[src/rtl/serial_result_receiver_if.sv]
// -----------------------------------------------------------------------------
// serial_result_receiver_if
//
// Bundles the serial result link and the parallel result presentation of the
// serial_result_receiver into one connection.
//
// Signals:
//   SerEn      bit strobe from the frequency divider (one Clk-cycle pulse per bit)
//   SerValid   frame envelope (transmitter Busy), high for the whole frame
//   SerDin     serial data (transmitter Dout), MSB of {Result, Flag} first
//   ErrClr     synchronous clear of FrameErr
//   Result     result field of the last complete frame
//   Flag       flag field of the last complete frame
//   DataReady  one-cycle pulse when Result/Flag update
//   Receiving  high while a frame is partially received
//   FrameErr   sticky framing error
//   BitCnt     bits captured in the current frame (debug)
//
// Modports:
//   master  drives the serial link and ErrClr, observes the results
//   slave   the receiver itself
// -----------------------------------------------------------------------------
interface serial_result_receiver_if #(
   parameter int DATA_W = 8,
   parameter int FLAG_W = 4
) ();

   logic              SerEn;
   logic              SerValid;
   logic              SerDin;
   logic              ErrClr;
   logic [DATA_W-1:0] Result;
   logic [FLAG_W-1:0] Flag;
   logic              DataReady;
   logic              Receiving;
   logic              FrameErr;
   logic [3:0]        BitCnt;

   modport master (
      output SerEn,
      output SerValid,
      output SerDin,
      output ErrClr,
      input  Result,
      input  Flag,
      input  DataReady,
      input  Receiving,
      input  FrameErr,
      input  BitCnt
   );

   modport slave (
      input  SerEn,
      input  SerValid,
      input  SerDin,
      input  ErrClr,
      output Result,
      output Flag,
      output DataReady,
      output Receiving,
      output FrameErr,
      output BitCnt
   );

endinterface

[src/rtl/serial_result_receiver.sv]
// -----------------------------------------------------------------------------
// serial_result_receiver
//
// Deserializer at the receiving end of the calculator's serial result link.
// A frame is {Result, Flag}, MSB first, one bit captured per "tick" (a Clk
// edge with SerEn=1 and SerValid=1). After the last bit the frame is presented
// in parallel together with a one-cycle DataReady pulse. Frames that end early
// (SerValid drops before the last bit) or run long (ticks after the last bit
// while SerValid is still high) set the sticky FrameErr.
//
// Ports:
//   Clk   system clock, all state changes on the rising edge
//   Rst   asynchronous reset, active-low
//   bus   serial_result_receiver_if.slave (serial inputs, ErrClr, results)
// -----------------------------------------------------------------------------
module serial_result_receiver #(
   parameter int DATA_W = 8,
   parameter int FLAG_W = 4
) (
   input logic                     Clk,
   input logic                     Rst,
   serial_result_receiver_if.slave bus
);

   localparam int         FRAME_W  = DATA_W + FLAG_W;
   // The last bit is taken straight from SerDin, so only FRAME_W-1 bits
   // ever need to be stored.
   localparam int         SHR_W    = FRAME_W - 1;
   localparam logic [3:0] LAST_CNT = 4'(FRAME_W - 1);

   typedef enum logic [1:0] {
      IDLE = 2'd0,
      RECV = 2'd1,
      DONE = 2'd2
   } state_t;

   state_t             state_r,      state_s;
   logic [SHR_W-1:0]   shreg_r,      shreg_s;
   logic [3:0]         bit_cnt_r,    bit_cnt_s;
   logic [DATA_W-1:0]  result_r,     result_s;
   logic [FLAG_W-1:0]  flag_r,       flag_s;
   logic               data_ready_r, data_ready_s;
   logic               receiving_r,  receiving_s;
   logic               frame_err_r,  frame_err_s;
   logic               err_set_s;
   logic               tick_s;
   logic [FRAME_W-1:0] frame_s;

   assign tick_s  = bus.SerEn & bus.SerValid;
   assign frame_s = {shreg_r, bus.SerDin};

   // Next-state and next-register logic for the receive FSM.
   always_comb begin
      state_s      = state_r;
      shreg_s      = shreg_r;
      bit_cnt_s    = bit_cnt_r;
      result_s     = result_r;
      flag_s       = flag_r;
      data_ready_s = 1'b0;
      err_set_s    = 1'b0;

      case (state_r)
         IDLE: begin
            if (tick_s) begin
               shreg_s   = {{(SHR_W-1){1'b0}}, bus.SerDin};
               bit_cnt_s = 4'd1;
               state_s   = RECV;
            end else begin
               state_s   = IDLE;
            end
         end

         RECV: begin
            if (!bus.SerValid) begin
               // Truncated frame: drop the partial word, keep old outputs.
               err_set_s = 1'b1;
               shreg_s   = {SHR_W{1'b0}};
               bit_cnt_s = 4'd0;
               state_s   = IDLE;
            end else if (bus.SerEn) begin
               if (bit_cnt_r == LAST_CNT) begin
                  result_s     = frame_s[FRAME_W-1 -: DATA_W];
                  flag_s       = frame_s[FLAG_W-1:0];
                  data_ready_s = 1'b1;
                  shreg_s      = {SHR_W{1'b0}};
                  bit_cnt_s    = 4'd0;
                  state_s      = DONE;
               end else begin
                  shreg_s   = {shreg_r[SHR_W-2:0], bus.SerDin};
                  bit_cnt_s = bit_cnt_r + 4'd1;
               end
            end else begin
               state_s = RECV;
            end
         end

         DONE: begin
            if (!bus.SerValid) begin
               state_s = IDLE;
            end else if (bus.SerEn) begin
               // Over-long frame: the extra bit is discarded.
               err_set_s = 1'b1;
            end else begin
               state_s = DONE;
            end
         end

         default: begin
            state_s   = IDLE;
            shreg_s   = {SHR_W{1'b0}};
            bit_cnt_s = 4'd0;
         end
      endcase

      // A framing event on the same edge as ErrClr must still be reported.
      if (err_set_s) begin
         frame_err_s = 1'b1;
      end else if (bus.ErrClr) begin
         frame_err_s = 1'b0;
      end else begin
         frame_err_s = frame_err_r;
      end

      receiving_s = (state_s == RECV);
   end

   // State and output registers.
   always_ff @(posedge Clk or negedge Rst) begin
      if (!Rst) begin
         state_r      <= IDLE;
         shreg_r      <= {SHR_W{1'b0}};
         bit_cnt_r    <= 4'd0;
         result_r     <= {DATA_W{1'b0}};
         flag_r       <= {FLAG_W{1'b0}};
         data_ready_r <= 1'b0;
         receiving_r  <= 1'b0;
         frame_err_r  <= 1'b0;
      end else begin
         state_r      <= state_s;
         shreg_r      <= shreg_s;
         bit_cnt_r    <= bit_cnt_s;
         result_r     <= result_s;
         flag_r       <= flag_s;
         data_ready_r <= data_ready_s;
         receiving_r  <= receiving_s;
         frame_err_r  <= frame_err_s;
      end
   end

   assign bus.Result    = result_r;
   assign bus.Flag      = flag_r;
   assign bus.DataReady = data_ready_r;
   assign bus.Receiving = receiving_r;
   assign bus.FrameErr  = frame_err_r;
   assign bus.BitCnt    = bit_cnt_r;

endmodule
[src/flat_wrapper.sv]
// flat-port wrapper written by rule: the top's interface ports become plain ports
module serial_result_receiver_flat 
#(
   parameter int DATA_W = 8,
   parameter int FLAG_W = 4
)
  (Clk, Rst, bus_SerEn, bus_SerValid, bus_SerDin, bus_ErrClr, bus_Result, bus_Flag, bus_DataReady, bus_Receiving, bus_FrameErr, bus_BitCnt);
  serial_result_receiver_if #(.DATA_W(DATA_W), .FLAG_W(FLAG_W)) bus_i ();
  input logic Clk;
  input logic Rst;
  input wire logic [$bits(bus_i.SerEn)-1:0] bus_SerEn;
  input wire logic [$bits(bus_i.SerValid)-1:0] bus_SerValid;
  input wire logic [$bits(bus_i.SerDin)-1:0] bus_SerDin;
  input wire logic [$bits(bus_i.ErrClr)-1:0] bus_ErrClr;
  output wire logic [$bits(bus_i.Result)-1:0] bus_Result;
  output wire logic [$bits(bus_i.Flag)-1:0] bus_Flag;
  output wire logic [$bits(bus_i.DataReady)-1:0] bus_DataReady;
  output wire logic [$bits(bus_i.Receiving)-1:0] bus_Receiving;
  output wire logic [$bits(bus_i.FrameErr)-1:0] bus_FrameErr;
  output wire logic [$bits(bus_i.BitCnt)-1:0] bus_BitCnt;
  assign bus_i.SerEn = bus_SerEn;
  assign bus_i.SerValid = bus_SerValid;
  assign bus_i.SerDin = bus_SerDin;
  assign bus_i.ErrClr = bus_ErrClr;
  assign bus_Result = bus_i.Result;
  assign bus_Flag = bus_i.Flag;
  assign bus_DataReady = bus_i.DataReady;
  assign bus_Receiving = bus_i.Receiving;
  assign bus_FrameErr = bus_i.FrameErr;
  assign bus_BitCnt = bus_i.BitCnt;
  serial_result_receiver #(.DATA_W(DATA_W), .FLAG_W(FLAG_W)) u_core (.Clk(Clk), .Rst(Rst), .bus(bus_i));
endmodule
[config.mk]
export PLATFORM = sky130hd
export DESIGN_NAME = serial_result_receiver_flat
export DESIGN_NICKNAME = d
export VERILOG_FILES = /design/src/rtl/serial_result_receiver_if.sv /design/src/rtl/serial_result_receiver.sv /design/src/flat_wrapper.sv
export SDC_FILE = /design/constraint.sdc
export NUM_CORES = 1
export LEC_CHECK = 0
export BUFFER_PORTS_ARGS = -buffer_cell sky130_fd_sc_hd__buf_2
export CELL_PAD_IN_SITES_DETAIL_PLACEMENT = 1
export CELL_PAD_IN_SITES_GLOBAL_PLACEMENT = 2
export CORE_ASPECT_RATIO = 0.75
export CORE_UTILIZATION = 24
export DETAILED_ROUTE_END_ITERATION = 16
export PLACE_DENSITY_LB_ADDON = 0.25
export SYNTH_ARGS = -nofsm -noshare
export SYNTH_HDL_FRONTEND = slang
export SYNTH_SLANG_ARGS = --single-unit
[constraint.sdc]
create_clock -name Clk -period 3.15 [get_ports Clk]
set_input_delay 0.945 -clock Clk [delete_from_list [all_inputs] [get_ports Clk]]
set_output_delay 0.945 -clock Clk [all_outputs]
set_load 0.05 [all_outputs]
After elaboration in Yosys (flattened, before gate mapping)
Cells that the tools add are included.
Word-level totals
  register bits: 32
  bits in latches: 0
  bits in writable memories: 0
  memory bits (read-only): 0
  logic and storage cells: 48
  memories: 0
Cells by class
  add/sub/neg operators: 1
  multipliers: 0
  divide/modulo/power cells: 0
  magnitude comparators: 0
  equal/unequal tests: 6
  shifts and indexed selects: 0
  mux-type cells: 27
  bitwise gates (word level): 2
  reductions and logical operators: 4
Operator list (count)
  two-way mux 11 bit: 4
  one-hot mux 11 bit (3 select lines): 1
  two-way mux 4 bit: 4
  one-hot mux 4 bit (3 select lines): 1
  two-way mux 1 bit: 10
  two-way mux 2 bit: 5
  one-hot mux 2 bit (3 select lines): 1
  adder 4 x 1 -> 4 bit (second input constant): 1
  equality test 2 x 1 -> 1 bit (second input constant): 2
  equality test 4 bit (second input constant): 1
  AND reduction 4 bit: 1
  != test 3 bit (second input constant): 1
  AND reduction 3 bit: 1
  equality test 2 bit (second input constant): 1
  zero test 2 bit: 1
  != test 2 x 1 -> 1 bit (second input constant): 1
  one-hot mux 1 bit (2 select lines): 1
  nonzero test 2 bit: 1
  AND 1 bit: 1
  inverter 1 bit: 1

Longest topological paths before layout
Gate-level depths: netlist of run 1.
  depth after elaboration: 6
  gate-level depth with buffers: 7
  depth with buffers taken out: 5

Worst setup path before layout of run 1
No wires, ideal clock.
  path type: input to register
  start point: in bus_SerValid
  end point: reg u_core.shreg_r[10]
  library setup time: 0.121 ns
  arrival: 1.940 ns
  required time: 3.029 ns
  setup slack: 1.089 ns
  stages: 6
  buffers on the path: 3
  cells stage by stage: buf_6 a211o_1 and2_4 buf_6 buf_6 a22o_1
Between the ends
  longest elaborated chain between the ends: 3
Ends and longest elaborated chain
  start, declared: RTL line flat_wrapper.sv:12  | input wire logic [$bits(bus_i.SerValid)-1:0] bus_SerValid;
  AND 1 bit: RTL line serial_result_receiver.sv:49  | assign tick_s = bus.SerEn & bus.SerValid;
  != test 2 x 1 -> 1 bit (no line)
  AND reduction 3 bit (no line)
  end signal, assigned: RTL line serial_result_receiver.sv:131  | shreg_r <= {SHR_W{1'b0}};
  end signal, assigned: RTL line serial_result_receiver.sv:140  | shreg_r <= shreg_s;
  end, declared: RTL line serial_result_receiver.sv:38  | logic [SHR_W-1:0] shreg_r, shreg_s;
Parallel ways exist; a longest one is shown, timed or not.
A chain may end at the register's enable or synchronous reset.

Worst setup path in the final report of run 1
  start point: in bus_SerValid
  end point: reg u_core.flag_r[1] (netlist: u_core.bus.Flag[1])
Between the ends
  longest elaborated chain between the ends: 1
Ends and longest elaborated chain
  AND reduction 4 bit (no line)
  end signal, assigned: RTL line serial_result_receiver.sv:134  | flag_r <= {FLAG_W{1'b0}};
  end signal, assigned: RTL line serial_result_receiver.sv:143  | flag_r <= flag_s;
  end, declared: RTL line serial_result_receiver.sv:41  | logic [FLAG_W-1:0] flag_r, flag_s;
Every way passes these cells.

==> impl_summary.log, run 1 <==
[metrics] cell type with the highest aggregate area in the netlist: sky130_fd_sc_hd__dfrtp_1
[metrics] start point of the critical path: bus_SerValid
[metrics] area taken by flip-flops and latches: between 800 and 900 um2
[metrics] remaining number of nets flagged by the antenna check after routing: 0
[metrics] initial antenna violation count: 0
[metrics] non-filler cells in the finished layout: 209
[metrics] final critical-path required period: roughly 2.0 ns
[metrics] number of hold buffers added after CTS: 0
[metrics] Inst Count DP: between 200 and 250
[metrics] measured slew at the worst slew-check pin: 0.722 ns
[metrics] Pins Over Slew Limit: 0
[metrics] net load switching power: 257 uW
[metrics] share of the yosys chip area belonging to registers: 55.8%
[metrics] arrival time reported for the critical path endpoint: 2.19 ns
[metrics] Total Die Area: approximately 6300 um2
[metrics] worst vdd ir: 0.000158 V
[metrics] Post-Synthesis Net Count: 118
[metrics] # IOs: 25
[metrics] capturing point of the worst reg2reg path: u_core.bus.Flag[1]
[metrics] flip-flop and latch count after synthesis: 32
[metrics] Worst Path Required: 3.32 ns
[metrics] number of buffers between clock root and the deepest sink: 2
[metrics] Reg power frac: 46.1%
[metrics] clock power share: 39.9%
[metrics] normalized max-slew margin: 51.8%
[metrics] antenna fix cells: 0
[metrics] 1st-iter DRT viols: 27
[metrics] Setup crit start kind: primary input
[metrics] TritonCTS Sinks: 32
[metrics] power density normalized to cell area: approximately 560 nW/um2
[metrics] layout overhead on the synthesized area: 19.2%
[metrics] CTS-repair resized insts: 0
[metrics] row count: 23
[metrics] floorplan die width: 91.3 um
[metrics] endpoint of the most critical setup path: u_core.bus.Flag[1]
[metrics] Tcrit/Tclk final: 64.2%
[metrics] unrepaired setup endpoints after global routing: false
[metrics] Max Cap Viol: 0
[metrics] Setup Crit Path Kind: in2reg
[metrics] average cell area after synthesis: between 10 and 15 um2
[metrics] Leakage: 0.000874 uW
[metrics] Root Buffer: sky130_fd_sc_hd__clkbuf_8
[metrics] Synth warnings: 0
[metrics] share of power burned in combinational logic: 14.0%
[metrics] number of iterations in the first detailed-routing pass: 4
[metrics] portion of synthesized cell area occupied by the leading cell type: 55.8%
[metrics] area of the multi-input gates: 564 um2
[metrics] Core Region: 5550 um2
[metrics] Post-Syn Area: 1430 um2
[metrics] clock-pin slew of the registers on the worst-case setup and hold paths: 0.07 ns
[metrics] post-CTS setup buffer count: 0
[metrics] Hold Fails Final Rpt: 0
[metrics] synthesized netlist cell count: 107
[metrics] setup TNS after final layout: 0 ns
[metrics] Synth Area in Compound Gates: 16.0%
[metrics] pin count of the biggest net entering global routing: 33
[metrics] Internal Dissipation: 701 uW
[metrics] latest clock arrival within the worst-skew pair: around 0.28 ns
[metrics] clock tree from TritonCTS: built
[metrics] status: complete, no violations
[metrics] filler cell count: 606
[metrics] GR Overflow Total: 0
[metrics] post-synthesis cell type count: 32
[metrics] sum of net half-perimeters after detailed placement: 2.06 mm
[metrics] Final Skew: around 0.0052 ns
[metrics] post-synthesis adder-cell area fraction: 4.36%
[metrics] DRC violations left: 0
[metrics] total number of H-tree levels: 2
[metrics] cell depth of the worst flop-to-flop path: 5
[metrics] type of the worst min-delay path: reg2reg
[metrics] Setup Viol. Count Final: 0
[metrics] top post-synthesis cells by area: sky130_fd_sc_hd__dfrtp_1 (56%), sky130_fd_sc_hd__mux2_1 (7.1%), sky130_fd_sc_hd__a22o_1 (6.7%), sky130_fd_sc_hd__ha_1 (4.4%), sky130_fd_sc_hd__nand3_1 (2.4%)
[metrics] RR Startpoint: u_core.state_r[1]
[metrics] sum of routed wire length over all layers: around 2.9 mm
[metrics] via/cell ratio: 4.54
[metrics] dominant combinational cell family by area after synthesis: compound AO/OA/AOI/OAI gates
[metrics] post-synthesis simple-gate area fraction: 9.60%
[metrics] share of final-layout standard cells stronger than drive strength 1: 29.1%
[metrics] Sw Ratio: approximately 27%
[metrics] upper clock frequency limit: 495 MHz
[metrics] post-synthesis share of cell area spent on xor and xnor gates: 0%
[metrics] top fanout value on the critical path: 13
[metrics] global routing usage summed across all routing layers: 10.2%
[metrics] Initial Util: 25.8%
[metrics] via count of the first global-routing pass: 957
[metrics] vertical die dimension: 68.9 um
[metrics] reg-to-reg setup timing slack: 1.13 ns
[metrics] CP endpoint kind: flop
[metrics] first-pass GRT wire length: approximately 4.8 mm
[metrics] per-cell routed wire length: 13.7 um
[metrics] TritonCTS buffer count: 5
[metrics] IO buf count: 24
[metrics] fraction of synthesized area in multiplexers: 9.42%
[metrics] Via Count: 949
[metrics] gp weighted congestion: 0.713
[metrics] Layout Nets: 144
kinds of logic after synthesis:
logic type | count (synthesis)
DFF | 32
AOI/OAI and AO/OA | 28
and+or+nand+nor | 19
muxes | 12
buffers and inverters | 11
adders and majority gates | 5
worst min path at each step:
stage | start | end | cells after the start | slack, ns
2_1_floorplan | u_core.shreg_r[10] | u_core.bus.Result[7] | 1 | 0.46
3_3_place_gp | u_core.bus.Result[1] | u_core.bus.Result[1] | 1 | 0.47
3_5_place_dp | u_core.bus.Result[3] | u_core.bus.Result[3] | 1 | 0.47
4_1_cts | u_core.bus.Result[3] | u_core.bus.Result[3] | 1 | 0.49
5_1_grt | u_core.bus.Result[1] | u_core.bus.Result[1] | 1 | 0.51
6_report | u_core.bus.Result[6] | u_core.bus.Result[6] | 1 | 0.48
routing by layer:
metal  wire length, um  share of wire, %  vias to the layer above  GRT usage (%)
met5                 0                 0                        -              0
met2              1180                41                       25           14.7
met4                42               1.5                        0           4.76
li1                  -                 -                      449              -
met1              1460                51                      470           13.8
met3               176               6.2                        5           3.62
stage by stage:
stage,hold slack [ns],total power (uW),cell area (um2),worst slack (ns),utilization (%)
after floorplan,0.465,553,1430,1.09,-
after global placement,0.468,584,1600,0.802,28.8
after detailed placement,0.472,585,1600,0.754,28.8
after CTS,0.488,972,1710,1.05,30.8
after global routing,0.511,1010,1710,0.934,30.8
final,0.482,958,1710,1.13,30.8
critical path: stages:
cell                      delay (ns)
sky130_fd_sc_hd__buf_2          0.17
sky130_fd_sc_hd__nand3_1        0.13
sky130_fd_sc_hd__nor2_2         0.54
sky130_fd_sc_hd__mux2_2         0.41
flip-flops by register name (all words and copies together), names as in the netlist:
signal and cells:
u_core.bus.Result 8, u_core.bus.Receiving 1, u_core.bus.Flag 4, u_core.bus.BitCnt 4, u_core.bus.FrameErr 1, u_core.state_r 2
u_core.shreg_r 11, u_core.bus.DataReady 1
power groups by stage:
stage | logic, uW | registers [uW] | clock network, uW
2_1_floorplan | 75.7 | 477 | 0
3_3_place_gp | 136 | 448 | 0
3_5_place_dp | 136 | 449 | 0
4_1_cts | 136 | 442 | 394
5_1_grt | 150 | 446 | 413
6_report | 134 | 441 | 383
placed cells by master, fill, tap and decap left out, types with 2 or more instances in the layout:
master                      netlist  layout
sky130_fd_sc_hd__a211o_1          2       2
sky130_fd_sc_hd__a21oi_1          4       4
sky130_fd_sc_hd__a22o_1          11      11
sky130_fd_sc_hd__buf_2            0      24
sky130_fd_sc_hd__clkbuf_8         0       5
sky130_fd_sc_hd__dfrtp_1         32      32
sky130_fd_sc_hd__ha_1             5       5
sky130_fd_sc_hd__inv_1            6       6
sky130_fd_sc_hd__mux2_1           9       9
sky130_fd_sc_hd__mux2_2           3       3
sky130_fd_sc_hd__nand3_1          7       7
sky130_fd_sc_hd__o21ai_0          2       2
sky130_fd_sc_hd__o2bb2ai_1        3       3
cell type report:
| cell class | count | area share (%) |
|---|---|---|
| multi-input cells | 64 | 33.0 |
| inverters | 6 | 1.32 |
| clock inverters | 2 | 2.05 |
| flip-flops and latches | 32 | 46.9 |
| well taps | 75 | 5.49 |
| repair buffers | 24 | 7.03 |
| clock buffers | 6 | 4.25 |
synthesized netlist by cell type, drive strengths merged:
cell and count:
inv 6, buf 4, o31ai 1, ha 5, o211ai 1, a21oi 4, nor4 1, o2bb2ai 3
a22o 11, nand3b 2, nand3 7, and3b 1, or4b 1, a221oi 1, a211o 2, nor2b 1
mux2 12, nand2 1, and4 1, clkbuf 1, nor2 1, and2 2, a21o 1, o21ai 3
a41oi 1, nor3b 1, dfrtp 32
Power figures use the tool's default switching activity.
==> inputs of run 2 (changes only) <==
ABC_AREA = 1   (was default)
clock period = 1.95 ns   (was 3.15 ns; I/O delays follow)
==> run 2 against run 1 <==
Net effect:
- power increased by 64%
- design area up 1.5%
- critical path depth rose by 5
- combinational power rose by 69%
- critical endpoint is now u_core.bus.Receiving
==> impl_summary.log, run 2 <==
[metrics] post-CTS setup buffer count: 0 (unchanged)
[metrics] area taken by flip-flops and latches: 801 um2 (unchanged)
[metrics] total cell area at the placement stage: 1620 um2 (+1.4%)
[metrics] arrival time reported for the critical path endpoint: 1.88 ns (-0.31 ns)
[metrics] Leakage: 0.00102 uW (+16%)
[metrics] unrepaired setup endpoints after global routing: false
[metrics] IO buf count: 24 (unchanged)
[metrics] Max Cap Viol: 0 (unchanged)
[metrics] sum of net half-perimeters after detailed placement: 2.56 mm (+24%)
[metrics] latest clock arrival within the worst-skew pair: 0.28 ns (about the same)
[metrics] Pins Over Slew Limit: 0 (unchanged)
[metrics] top cells by count, synth: sky130_fd_sc_hd__nand2_1 (89), sky130_fd_sc_hd__dfrtp_1 (32), sky130_fd_sc_hd__inv_1 (13)
[metrics] worst vdd ir: 0.000421 V (+170%)
[metrics] setup TNS after final layout: 0 ns (unchanged)
[metrics] status: complete, no violations
[metrics] number of buffers between clock root and the deepest sink: 2 (unchanged)
[metrics] share of power burned in combinational logic: 14.4% (+0.4 points)
[metrics] net load switching power: 443 uW (+72%)
[metrics] share of final-layout standard cells stronger than drive strength 1: 21.3% (-7.8 points)
[metrics] vertical die dimension: 68.8 um (-0.17%)
[metrics] Inst Count DP: 264 (+31%)
[metrics] total number of H-tree levels: 2 (unchanged)
[metrics] Post-Syn Area: 1430 um2 (-0.35%)
[metrics] CP endpoint kind: flop
[metrics] initial antenna violation count: 0 (unchanged)
[metrics] measured slew at the worst slew-check pin: 0.408 ns (-0.314 ns)
[metrics] most common flop cell mapped by yosys: sky130_fd_sc_hd__dfrtp_1
[metrics] power density normalized to cell area: 906 nW/um2 (+62%)
[metrics] Via Count: 1117 (+18%)
[metrics] type of the worst min-delay path: in2async
[metrics] Core Region: 5530 um2 (-0.52%)
[metrics] # IOs: 25 (unchanged)
[metrics] CTS-repair resized insts: 0 (unchanged)
[metrics] portion of synthesized cell area occupied by the leading cell type: 56.0% (+0.20 points)
[metrics] top fanout value on the critical path: 8 (-5)
[metrics] TritonCTS buffer count: 5 (unchanged)
[metrics] clock-pin slew of the registers on the worst-case setup and hold paths: 0.07 ns (about the same)
[metrics] Root Buffer: sky130_fd_sc_hd__clkbuf_8
[metrics] average cell area after synthesis: 8.61 um2 (-36%)
[metrics] final instance area: 1740 um2 (+1.5%)
[metrics] Total Power: 1570 uW (+64%)
[metrics] flip-flop and latch count after synthesis: 32 (unchanged)
[metrics] clock tree from TritonCTS: built
[metrics] post-synthesis cell type count: 18 (-44%)
[metrics] Setup crit start kind: flop
[metrics] Initial Util: 25.9% (+0.044 points)
[metrics] top post-synthesis cells by area: sky130_fd_sc_hd__dfrtp_1 (56%), sky130_fd_sc_hd__nand2_1 (23%), sky130_fd_sc_hd__ha_1 (4.4%), sky130_fd_sc_hd__inv_1 (3.4%), sky130_fd_sc_hd__buf_6 (2.4%)
[metrics] gp weighted congestion: 0.713 (about the same)
[metrics] count of flip-flops with a built-in enable after synthesis: 0 (unchanged)
[metrics] flip-flop count of the largest register, all copies and words added: 11 (unchanged)
[metrics] via count of the first global-routing pass: 1216 (+27%)
[metrics] Worst Path Required: 2.16 ns (-1.16 ns)
[metrics] first-pass GRT wire length: 5.92 mm (+22%)
[metrics] Final Skew: 0.00363 ns (-0.00157 ns)
[metrics] number of hold buffers added after CTS: 0 (unchanged)
[metrics] via/cell ratio: 4.11 (-9.6%)
[metrics] normalized max-slew margin: 72.8% (+21 points)
[metrics] Post-Synthesis Net Count: 177 (+50%)
[metrics] cell type with the highest aggregate area in the netlist: sky130_fd_sc_hd__dfrtp_1
[metrics] Hold Fails Final Rpt: 0 (unchanged)
[metrics] row count: 23 (unchanged)
[metrics] sum of routed wire length over all layers: 3.32 mm (+17%)
[metrics] upper clock frequency limit: 600 MHz
[metrics] synthesized netlist cell count: 166 (+55%)
[metrics] Total Die Area: 6270 um2 (-0.34%)
[metrics] floorplan die width: 91.1 um (-0.17%)
[metrics] clock power share: 39.9% (about the same)
[metrics] filler cell count: 680 (+12%)
[metrics] area of the multi-input gates: 534 um2 (-5.3%)
[metrics] Setup Crit Path Kind: reg2reg
[metrics] antenna fix cells: 0 (unchanged)
[metrics] DRC violations left: 0 (unchanged)
[metrics] number of iterations in the first detailed-routing pass: 4 (unchanged)
[metrics] layout overhead on the synthesized area: 21.5%
[metrics] non-filler cells in the finished layout: 272 (+30%)
[metrics] TritonCTS Sinks: 32 (unchanged)
[metrics] Layout Nets: 207 (+44%)
[metrics] final critical-path required period: about 1.7 ns
[metrics] Tcrit/Tclk final: a little under nine tenths
[metrics] Reg power frac: 45.8% (-0.3 points)
[metrics] share of the yosys chip area belonging to registers: 56.0% (+0.20 points)
[metrics] register with the most flip-flops: u_core.shreg_r
[metrics] Sw Ratio: 28.2% (+1.3 points)
[metrics] pin count of the biggest net entering global routing: 33 (unchanged)
[metrics] most frequent cells in the layout: sky130_fd_sc_hd__nand2_1 (89), sky130_fd_sc_hd__dfrtp_1 (32), sky130_fd_sc_hd__buf_2 (24)
[metrics] per-cell routed wire length: 12.2 um (-10%)
[metrics] utilization of the core after routing: 31.4% (+0.64 points)
[metrics] remaining number of nets flagged by the antenna check after routing: 0 (unchanged)
[metrics] Internal Dissipation: 1130 uW (+61%)
[metrics] most common cell after layout, fill and taps aside: sky130_fd_sc_hd__nand2_1
[metrics] Post-synth ARST share: 100% (unchanged)
[metrics] GR Overflow Total: 0 (unchanged)
[metrics] global routing usage summed across all routing layers: 12.6% (+2.4 points)
[metrics] 1st-iter DRT viols: 30 (+11%)
[metrics] Synth warnings: 0 (unchanged)
[metrics] library cell with the highest instance count after synthesis: sky130_fd_sc_hd__nand2_1
[metrics] Setup Viol. Count Final: 0 (unchanged)
## run 2: changes by cell type after synthesis, sizes merged, moves of 2 or more
cell     before  now
o2bb2ai       3    0
nand3         7    4
a21oi         4    2
o21ai         3    6
and2          2    0
inv           6   14
a22o         11    0
nand3b        2    0
nand2         1   91
a211o         2    0
nor2          1    5
mux2         12    0
## run 2: cells by family after synthesis
family	count (synthesis)	share of synthesized area, %
adder cells (fa/ha/maj)	5	4.38
buffers and inverters	18	6.57
AO/OA/AOI/OAI	8	3.33
AND/OR/NAND/NOR	101	28.5
XOR/XNOR	2	1.23
flip-flops	32	56.0
## run 2: stage by stage
stage | setup slack (ns) | hold WS [ns]
CTS | 0.271 | 0.328
floorplan | 0.299 | 0.289
detailed placement | 0.281 | 0.461
finish | 0.282 | 0.313
global placement | 0.323 | 0.454
global route | 0.0928 | 0.342
## run 2: critical path, stage by stage, from the launching register on
cell,delay (ns)
sky130_fd_sc_hd__dfrtp_1,0.39
sky130_fd_sc_hd__inv_1,0.09
sky130_fd_sc_hd__ha_1,0.24
sky130_fd_sc_hd__nand2_2,0.11
sky130_fd_sc_hd__inv_1,0.06
sky130_fd_sc_hd__nand2_1,0.11
sky130_fd_sc_hd__nor2_4,0.07
sky130_fd_sc_hd__o21ai_0,0.31
sky130_fd_sc_hd__inv_1,0.08
sky130_fd_sc_hd__nor2_1,0.13
## run 2: per-layer routing
layer	global-route usage (%)	up-vias	part of all wire [%]
met1	15.6	527	49
met5	0	-	0
li1	-	563	-
met2	21.1	25	45
met3	4.06	2	5.6
met4	4.17	0	0.75
## run 2: worst paths after layout
path                                      start                    to  slack (ns)  cells past startpoint
setup / recovery              u_core.state_r[1]  u_core.bus.Receiving        0.28                      9
hold / removal                              Rst  u_core.bus.BitCnt[1]        0.31                      2
setup reg to reg              u_core.state_r[1]  u_core.bus.Receiving        0.28                      9
hold reg to reg            u_core.bus.Result[5]  u_core.bus.Result[5]        0.47                      2
max in group asynchronous                   Rst  u_core.bus.Result[1]        1.34                      2
min in group Clk           u_core.bus.Result[5]  u_core.bus.Result[5]        0.47                      2
## run 2: layout make-up
class	instances	area share, %
well taps	75	5.41
flip-flops and latches	32	46.1
multi-input cells	116	30.8
clock inverters	3	2.45
inverters	14	3.03
repair buffers	27	8.22
clock buffers	5	3.97
## run 2: power by group through the flow
stage,registers (uW),logic [uW],clock network [uW]
2_1_floorplan,782,106,0
3_3_place_gp,729,230,0
3_5_place_dp,731,229,0
4_1_cts,719,231,657
5_1_grt,724,250,685
6_report,720,226,627
==> inputs of run 3 (changes only) <==
PLACE_DENSITY = 0.64   (was default)
PLACE_DENSITY_LB_ADDON = default   (was 0.25)
==> run 3 against run 2 <==
Net effect:
- global-route usage shrank 0.22 points
- wire length fell by 2.1%
- combinational power rose by 4%
- design area up 0.22%
- critical path depth fell by 3
- critical endpoint is now u_core.bus.BitCnt[0]
- highest routed layer unchanged
==> impl_summary.log, run 3 (synthesis results as in run 2) <==
[metrics] Via Count: 1113 (-0.36%)
[metrics] number of buffers between clock root and the deepest sink: 2 (unchanged)
[metrics] latest clock arrival within the worst-skew pair: 0.28 ns (about the same)
[metrics] global routing usage summed across all routing layers: 12.4% (-0.22 points)
[metrics] utilization of the core after routing: 31.5% (+0.068 points)
[metrics] reg-to-reg setup timing slack: 0.24 ns (-0.04 ns)
[metrics] worst hold margin: 0.320 ns (+0.00660 ns)
[metrics] total number of H-tree levels: 2 (unchanged)
[metrics] upper clock frequency limit: 586 MHz (-2.3%)
[metrics] Tcrit/Tclk final: 87.5% (+2.0 points)
[metrics] clock-pin slew of the registers on the worst-case setup and hold paths: 0.07 ns (about the same)
[metrics] Internal Dissipation: 1140 uW (+0.59%)
[metrics] setup TNS after final layout: 0 ns (unchanged)
[metrics] via count of the first global-routing pass: 1212 (-0.33%)
[metrics] Setup Crit Path Kind: reg2reg
[metrics] CTS-repair resized insts: 0 (unchanged)
[metrics] per-cell routed wire length: 11.9 um (-2.5%)
[metrics] Leakage: 0.00102 uW (+0.56%)
[metrics] cell type of the slowest stage on the worst timing path: sky130_fd_sc_hd__dfrtp_1
[metrics] register with the most flip-flops: u_core.shreg_r
[metrics] final critical-path required period: 1.71 ns (+0.0389 ns)
[metrics] Total Die Area: 6270 um2 (unchanged)
[metrics] Pins Over Slew Limit: 0 (unchanged)
[metrics] Reg power frac: 46.0% (+0.2 points)
[metrics] CP endpoint kind: flop
[metrics] antenna fix cells: 0 (unchanged)
[metrics] layout overhead on the synthesized area: 21.7%
[metrics] Max Cap Viol: 0 (unchanged)
[metrics] GR Overflow Total: 0 (unchanged)
[metrics] via/cell ratio: 4.08 (-0.72%)
[metrics] RR Startpoint: u_core.state_r[1]
[metrics] vertical die dimension: 68.8 um (unchanged)
[metrics] number of iterations in the first detailed-routing pass: 4 (unchanged)
[metrics] Hold Fails Final Rpt: 0 (unchanged)
[metrics] net load switching power: 428 uW (-3.4%)
[metrics] Core Region: 5530 um2 (unchanged)
[metrics] Root Buffer: sky130_fd_sc_hd__clkbuf_8
[metrics] cell repeated most along the worst path: sky130_fd_sc_hd__inv_1
[metrics] power density normalized to cell area: 899 nW/um2 (-0.75%)
[metrics] Sw Ratio: 27.3% (-0.81 points)
[metrics] Layout Nets: 208 (+0.48%)
[metrics] clock power share: 39.0% (-0.9 points)
[metrics] gp weighted congestion: 0.744 (+4.3%)
[metrics] sum of routed wire length over all layers: 3.25 mm (-2.1%)
[metrics] total cell area at the placement stage: 1630 um2 (+0.46%)
[metrics] worst vdd ir: 0.000344 V (-18%)
[metrics] Setup Viol. Count Final: 0 (unchanged)
[metrics] arrival time reported for the critical path endpoint: 1.89 ns (about the same)
[metrics] start point of the critical path: u_core.state_r[1]
[metrics] slowest stage delay, CP: 0.41 ns (+0.02 ns)
[metrics] row count: 23 (unchanged)
[metrics] flip-flop count of the largest register, all copies and words added: 11 (unchanged)
[metrics] 1st-iter DRT viols: 66 (+120%)
[metrics] sum of net half-perimeters after detailed placement: 2.45 mm (-4.4%)
[metrics] final instance area: 1740 um2 (+0.22%)
[metrics] clock tree from TritonCTS: built
[metrics] floorplan die width: 91.1 um (unchanged)
[metrics] DRC violations left: 0 (unchanged)
[metrics] first-pass GRT wire length: 5.93 mm (+0.24%)
[metrics] remaining number of nets flagged by the antenna check after routing: 0 (unchanged)
[metrics] Total Power: 1560 uW (-0.54%)
[metrics] # IOs: 25 (unchanged)
[metrics] capturing point of the worst reg2reg path: u_core.bus.BitCnt[0]
[metrics] IO buf count: 24 (unchanged)
[metrics] Final Skew: 0.00705 ns (+0.00342 ns)
[metrics] number of hold buffers added after CTS: 0 (unchanged)
[metrics] pin count of the biggest net entering global routing: 33 (unchanged)
[metrics] type of the worst min-delay path: in2async
[metrics] measured slew at the worst slew-check pin: 0.432 ns (+0.0236 ns)
[metrics] Setup crit start kind: flop
[metrics] share of power burned in combinational logic: 15.0% (+0.6 points)
[metrics] cell depth of the worst flop-to-flop path: 6 (-3)
[metrics] initial antenna violation count: 0 (unchanged)
[metrics] top fanout value on the critical path: 8 (unchanged)
[metrics] TritonCTS buffer count: 5 (unchanged)
[metrics] unrepaired setup endpoints after global routing: false
[metrics] TritonCTS Sinks: 32 (unchanged)
[metrics] most common cell after layout, fill and taps aside: sky130_fd_sc_hd__nand2_1
[metrics] Initial Util: 25.9% (unchanged)
[metrics] normalized max-slew margin: 71.2% (-1.6 points)
[metrics] cell-by-cell trace of the critical path: inv_1 > ha_1 > nand2_2 > o21ai_2 > inv_1 > o21ai_0
[metrics] post-CTS setup buffer count: 0 (unchanged)
[metrics] status: complete, no violations
[metrics] Worst Path Required: 2.13 ns (-0.03 ns)
[metrics] share of final-layout standard cells stronger than drive strength 1: 21.2% (-0.11 points)
[metrics] most frequent cells in the layout: sky130_fd_sc_hd__nand2_1 (89), sky130_fd_sc_hd__dfrtp_1 (32), sky130_fd_sc_hd__buf_2 (24)
[metrics] endpoint of the most critical setup path: u_core.bus.BitCnt[0]
## run 3: cell types whose count changed in the layout (fill, tap and decap cells not counted)
cell	change
sky130_fd_sc_hd__buf_4	+1
sky130_fd_sc_hd__clkbuf_1	+1
sky130_fd_sc_hd__clkinvlp_4	-1
## run 3: per-stage QoR
step,std cells,worst slack [ns]
finish,273,0.243
global route,273,0.0765
CTS,273,0.230
detailed placement,265,0.265
global placement,265,0.305
floorplan,166,0.299
## run 3: how the worst min path moves through the flow
stage                               from                    to  slack, ns  cells after the start
floorplan                            Rst  u_core.bus.BitCnt[0]       0.29                      0
global placement    u_core.bus.Result[0]  u_core.bus.Result[0]       0.45                      2
detailed placement  u_core.bus.Result[6]  u_core.bus.Result[6]       0.45                      2
CTS                                  Rst    u_core.bus.Flag[2]       0.33                      2
global route                         Rst   u_core.bus.FrameErr       0.34                      2
finish                               Rst    u_core.bus.Flag[3]       0.32                      2
## run 3: cell type report
class                           count  area (um2)
Tap cell                           75        93.8
Fill cell                         675        3790
Sequential cell                    32         801
Multi-Input combinational cell    116         534
Clock buffer                        6        72.6
Inverter                           14        52.6
Clock inverter                      2        35.0
Timing Repair Buffer               28         150
## run 3: power by group through the flow
| stage | sequential, uW | combinational, uW | clock (uW) |
|---|---|---|---|
| 5_1_grt | 722 | 265 | 662 |
| 3_3_place_gp | 728 | 235 | 0 |
| 4_1_cts | 719 | 240 | 640 |
| 3_5_place_dp | 731 | 239 | 0 |
| 6_report | 719 | 235 | 610 |
| 2_1_floorplan | 782 | 106 | 0 |
## run 3: critical path: cells and delay by family (launching register included)
family | cells | cell delay, ns
simple gates | 1 | 0.10
fa+ha+maj | 1 | 0.26
flops | 1 | 0.41
compound gates | 2 | 0.58
buf+inv | 2 | 0.25
## run 3: metal layers
layer | GRT usage, % | part of all wire, % | up-vias | wire length, um
met5 | 0 | 0 | - | 0
met4 | 4.17 | 0.95 | 0 | 31
met3 | 3.29 | 4.5 | 4 | 145
met2 | 21.2 | 44 | 23 | 1440
met1 | 15.4 | 50 | 525 | 1630
li1 | - | - | 561 | -
